<file path="src/rtl/alu_issue_queue.sv">
// Age-ordered collapsing issue queue in front of the ALU.
// Holds decoded ALU ops whose source operands may still be pending, captures
// operand values from the writeback broadcast, and issues the oldest ready op
// to the ALU (one per cycle; the ALU always accepts).
//
// Ports:
//   clk, rst          clock, synchronous active-high reset (priority over flush)
//   flush_i           discard all entries; same-cycle enqueue/wakeup dropped
//   enq_*             dispatch interface (valid/ready handshake, op fields,
//                     per-operand ready flag, producer tag and value)
//   wb_*              writeback broadcast (valid, producer sid, value)
//   alu_*             issued op, driven from registered state only
//   count_o           number of valid entries
module alu_issue_queue #(
    parameter int unsigned DEPTH = 4,
    parameter int unsigned SID_W = 3
) (
    input  logic                       clk,
    input  logic                       rst,
    input  logic                       flush_i,
    input  logic                       enq_valid_i,
    output logic                       enq_ready_o,
    input  logic [SID_W-1:0]           enq_sid_i,
    input  logic [2:0]                 enq_func3_i,
    input  logic                       enq_auipc_i,
    input  logic [63:0]                enq_pc_i,
    input  logic [31:0]                enq_inst_i,
    input  logic [3:0]                 enq_func_code_i,
    input  logic                       enq_rs1_rdy_i,
    input  logic [SID_W-1:0]           enq_rs1_tag_i,
    input  logic [63:0]                enq_rs1_val_i,
    input  logic                       enq_rs2_rdy_i,
    input  logic [SID_W-1:0]           enq_rs2_tag_i,
    input  logic [63:0]                enq_rs2_val_i,
    input  logic                       wb_valid_i,
    input  logic [SID_W-1:0]           wb_sid_i,
    input  logic [63:0]                wb_value_i,
    output logic                       alu_valid_o,
    output logic [SID_W-1:0]           alu_sid_o,
    output logic [2:0]                 alu_func3_o,
    output logic                       alu_auipc_o,
    output logic [63:0]                alu_pc_o,
    output logic [31:0]                alu_inst_o,
    output logic [63:0]                alu_rs1_value_o,
    output logic [63:0]                alu_rs2_value_o,
    output logic [3:0]                 alu_func_code_o,
    output logic [$clog2(DEPTH+1)-1:0] count_o
);

    localparam int unsigned CW = $clog2(DEPTH + 1);

    typedef struct packed {
        logic [SID_W-1:0] sid;
        logic [2:0]       func3;
        logic             auipc;
        logic [63:0]      pc;
        logic [31:0]      inst;
        logic [3:0]       func_code;
        logic             rs1_rdy;
        logic [SID_W-1:0] rs1_tag;
        logic [63:0]      rs1_val;
        logic             rs2_rdy;
        logic [SID_W-1:0] rs2_tag;
        logic [63:0]      rs2_val;
    } entry_t;

    entry_t          ent_q [DEPTH];
    entry_t          ent_d [DEPTH];
    logic [CW-1:0]   count_q, count_d;
    logic [DEPTH-1:0] valid;
    logic            issue;
    logic [CW-1:0]   issue_idx;
    entry_t          iss;
    entry_t          enq_ent;
    logic            enq_fire;
    logic [CW-1:0]   enq_pos;

    // Capture a matching writeback into any operand still waiting.
    function automatic entry_t wake(entry_t e, logic v, logic [SID_W-1:0] sid,
                                    logic [63:0] val);
        entry_t r;
        r = e;
        if (v && !e.rs1_rdy && (e.rs1_tag == sid)) begin
            r.rs1_rdy = 1'b1;
            r.rs1_val = val;
        end
        if (v && !e.rs2_rdy && (e.rs2_tag == sid)) begin
            r.rs2_rdy = 1'b1;
            r.rs2_val = val;
        end
        return r;
    endfunction

    // Oldest-ready select; scanning downward leaves the lowest index last.
    always_comb begin
        issue     = 1'b0;
        issue_idx = '0;
        iss       = ent_q[0];
        for (int i = DEPTH - 1; i >= 0; i--) begin
            valid[i] = (CW'(i) < count_q);
            if (valid[i] && ent_q[i].rs1_rdy && ent_q[i].rs2_rdy) begin
                issue     = 1'b1;
                issue_idx = CW'(i);
                iss       = ent_q[i];
            end
        end
    end

    assign enq_ready_o = (count_q < CW'(DEPTH));
    assign enq_fire    = enq_valid_i && enq_ready_o;
    assign enq_pos     = count_q - CW'(issue);

    always_comb begin
        enq_ent.sid       = enq_sid_i;
        enq_ent.func3     = enq_func3_i;
        enq_ent.auipc     = enq_auipc_i;
        enq_ent.pc        = enq_pc_i;
        enq_ent.inst      = enq_inst_i;
        enq_ent.func_code = enq_func_code_i;
        enq_ent.rs1_rdy   = enq_rs1_rdy_i;
        enq_ent.rs1_tag   = enq_rs1_tag_i;
        enq_ent.rs1_val   = enq_rs1_val_i;
        enq_ent.rs2_rdy   = enq_rs2_rdy_i;
        enq_ent.rs2_tag   = enq_rs2_tag_i;
        enq_ent.rs2_val   = enq_rs2_val_i;
    end

    // Collapse above the issued slot, apply wakeups to entries as they move,
    // then drop the new op (with bypass wakeup) at the first free slot.
    always_comb begin
        for (int j = 0; j < DEPTH; j++) begin
            ent_d[j] = wake(ent_q[j], wb_valid_i, wb_sid_i, wb_value_i);
            if (issue && (CW'(j) >= issue_idx) && (j < DEPTH - 1)) begin
                ent_d[j] = wake(ent_q[j+1], wb_valid_i, wb_sid_i, wb_value_i);
            end
            if (enq_fire && (CW'(j) == enq_pos)) begin
                ent_d[j] = wake(enq_ent, wb_valid_i, wb_sid_i, wb_value_i);
            end
        end
        count_d = count_q + CW'(enq_fire) - CW'(issue);
    end

    // Entry payloads need no reset: validity is derived from count_q.
    always_ff @(posedge clk) begin
        if (rst) begin
            count_q <= '0;
        end else if (flush_i) begin
            count_q <= '0;
        end else begin
            count_q <= count_d;
        end
        for (int k = 0; k < DEPTH; k++) begin
            ent_q[k] <= ent_d[k];
        end
    end

    assign count_o         = count_q;
    assign alu_valid_o     = issue;
    assign alu_sid_o       = iss.sid;
    assign alu_func3_o     = iss.func3;
    assign alu_auipc_o     = iss.auipc;
    assign alu_pc_o        = iss.pc;
    assign alu_inst_o      = iss.inst;
    assign alu_rs1_value_o = iss.rs1_val;
    assign alu_rs2_value_o = iss.rs2_val;
    assign alu_func_code_o = iss.func_code;

endmodule

</file>
<file path="config.mk">
export PLATFORM = sky130hd
export DESIGN_NAME = alu_issue_queue
export DESIGN_NICKNAME = d
export VERILOG_FILES = /design/src/rtl/alu_issue_queue.sv
export SDC_FILE = /design/constraint.sdc
export NUM_CORES = 2
export LEC_CHECK = 0
export BUFFER_PORTS_ARGS = -buffer_cell sky130_fd_sc_hd__buf_4
export CAP_MARGIN = 10
export CORE_ASPECT_RATIO = 2
export CORE_MARGIN = 3
export CORE_UTILIZATION = 40
export DETAILED_ROUTE_END_ITERATION = 16
export SLEW_MARGIN = 0
export SYNTH_ARGS = -nofsm -noshare
export SYNTH_HDL_FRONTEND = slang
export SYNTH_SLANG_ARGS = --single-unit
</file>
<file path="constraint.sdc">
create_clock -name clk -period 10.3 [get_ports clk]
set_clock_uncertainty 0.15 [all_clocks]
set_input_delay 1.545 -clock clk [delete_from_list [all_inputs] [get_ports clk]]
set_output_delay 1.545 -clock clk [all_outputs]
set_load 0.03 [all_outputs]
</file>
==> results.json <==
{
  "dp_hpwl_mm": 112.6,
  "fp-row-count": 186,
  "grt_pass1_vias": 44940,
  "worstRegToRegCells": 14,
  "fill_cells": 12340,
  "dpl.cell_count": 7194,
  "drtIter0Drc": 3973,
  "clock.fmax_ghz": 0.1471,
  "cellPowerDensity_mw_per_mm2": 422.4,
  "syn_area_per_cell_um2": 9.586,
  "worst_setup_path_start_kind": "register",
  "root_buffer": "clkbuf_16",
  "cts_buffers": 95,
  "cts_hold_buf": 0,
  "whs_path_depth": 2,
  "fin_crit_ps": 6799,
  "viasPerCell": 6.096,
  "antenna_found_initial": 39,
  "wirelength_mm": 198.3,
  "setup_tns_ps": 0,
  "final_cells": 7385,
  "grtUsageTotal_pct": 28.32,
  "min_to": "ent_q[3][12]",
  "final_common_cell": "nand2_1",
  "yosys-top-cells-area": "edfxtp_1, dfxtp_1, mux2i_1, nand2_1, a22o_1",
  "yosysTopAreaCell": "edfxtp_1",
  "drc": 0,
  "die_w_um": 261.3,
  "ys.flop_type": "edfxtp_1",
  "ios": 555,
  "drv_cap": 0,
  "r2r_end": "ent_q[1][36]",
  "gp_congestion": 0.8151,
  "path_class": "register to primary output",
  "maxSlewViolCount": 0,
  "setup_violations": 0,
  "dieHeight_um": 516.7,
  "yosys_warnings": 0,
  "grt_max_degree": 151,
  "mostFrequentLayoutCells": "nand2_1, nor2_1, buf_4",
  "synthDistinctLibCells": 50,
  "final_util_pct": 46.53,
  "synth_seq_cells": 975,
  "floorplan.initialDensity_pct": 40.46,
  "grt_overflow": 0,
  "wl_per_cell_um": 26.85,
  "clk_pin_slew_worst_paths_ps": 70,
  "min_from": "ent_q[3][12]",
  "port_buffers": 554,
  "hold_viol_final": 0,
  "dr.pass1.iters": 6,
  "p_leak_nw": 25.31,
  "post_cts_buffers": 0,
  "crit_arrival_ps": 5100,
  "vias": 45020,
  "reg2reg_from": "count_o[2]",
  "tritoncts": "built",
  "fin_crit_sh_pct": 66.01,
  "end_kind": "primary output",
  "worst_slew_pin_slew_ps": 1328,
  "cts.sinks": 975,
  "slew_headroom_pct": 11.48,
  "reg2reg_slack_ps": 3980,
  "syn-num-nets": 5763,
  "dieArea_mm2": 0.1350,
  "cp_max_fo": 84,
  "outcome": "completed",
  "yosysSeqAreaShare_pct": 48.55,
  "grt_pass1_wl_mm": 290.7,
  "clock_latency_ps": 700,
  "yosysTopAreaCellShare_pct": 33.39,
  "ant_nets": 0,
  "async_reset_ff_share_pct": 0,
  "synth_edf_count": 580,
  "netlist_instances": 5441,
  "finish.net_count": 5921,
  "drive_gt1_share_pct": 17.42,
  "syn_area_mm2": 0.05216,
  "clockBufferDepth": 3,
  "area_delta_synth_final_pct": 15.01,
  "rsz0062_at_grt": "false",
  "htree_levels": 3,
  "core_mm2": 0.1289,
  "cts_resized": 0,
  "vdd_drop_max_uv": 431.4,
  "min_path_type": "register to register",
  "required_ps": 8610
}
[critical path, cell delays in order (launching register included)]
cell     delay (ps)
dfxtp_1         350
inv_1           150
ha_1            360
inv_1           180
nand3_4         610
nand3_1         320
nand2_8         640
buf_4          1060
a22o_1          410
buf_4           200
[Yosys cell counts (12+ instances only)]
library cell  count
a211oi_1        128
a21oi_1         130
a221oi_1         79
a221oi_2         49
a22o_1          348
a31oi_1         236
and3_1          130
buf_1            75
buf_2           130
buf_4            31
buf_6            15
clkbuf_1        313
dfxtp_1         395
edfxtp_1        580
mux2_2          128
mux2i_1         512
nand2_1         825
nand3_1         467
nor2_1          629
o21ai_0          17
o21ai_1         118
xnor2_1          20
xor2_1           12
[area by class of cell]
type                       count  area (um^2)  share of cell area, %
multi-input combinational   3884        24350                  40.60
antenna                       15        37.54                0.06257
tap                         1692         2117                  3.529
sequential                   975        25320                  42.22
clock inverter                55        654.4                  1.091
inverter                      11        46.29                0.07717
clock buffer                 121         2609                  4.349
timing repair buffer         632         4845                  8.076
[sequential cells by signal (all words and copies together), names as in the netlist]
signal / count
ent_q: 972
count_o: 3
[power breakdown]
group          leakage (nW)  total, mW  internal, mW  switching (mW)
clock                  1.59       3.77          2.13            1.64
combinational          14.9       13.7          4.42            9.31
sequential             8.82       7.84          6.96           0.875
total                  25.3       25.3          13.5            11.8
[layer usage]
layer	part of all wire, %	vias up	track usage (%)
li1	-	20260	-
met3	9.9	396	7.911
met4	3.2	48	10.23
met5	0.16	-	0
met1	38	22090	33.99
met2	48	2229	48.28
[per-stage QoR]
step | total power [mW] | setup WS (ps) | hold WS (ps) | instance area (um^2)
after CTS | 25.38 | 3444 | 413.3 | 59950
after global routing | 26.62 | 3253 | 427.5 | 59950
after floorplan | 16.70 | 2785 | 370.4 | 52160
final | 25.34 | 3501 | 408.3 | 59990
after global placement | 21.36 | 4294 | 386.5 | 56690
after detailed placement | 21.56 | 4098 | 396.9 | 56690
[worst max-delay path by stage]
stage / to / startpoint / cells after the start
final: alu_rs2_value_o[56] / count_o[2] / 9
after global routing: alu_rs2_value_o[55] / count_o[2] / 9
after CTS: alu_rs1_value_o[3] / count_o[2] / 9
after detailed placement: ent_q[3][91] / count_o[2] / 14
after global placement: ent_q[3][9] / count_o[1] / 14
after floorplan: ent_q[0][0] / count_o[2] / 14
[cells by family (layout without fill, tap and decap cells)]
group	Yosys count	count (layout)	share of synthesized area, %
AO/OA/AOI/OAI	1118	1118	16.02
XOR/XNOR	32	32	0.5373
adder cells (fa/ha/maj)	7	7	0.1823
buffers and inverters	582	819	5.109
flip-flops	975	975	48.55
multiplexers	640	640	12.59
other	0	15	0
AND/OR/NAND/NOR	2087	2087	17.01
No activity file was read; power rests on OpenSTA's default activity.
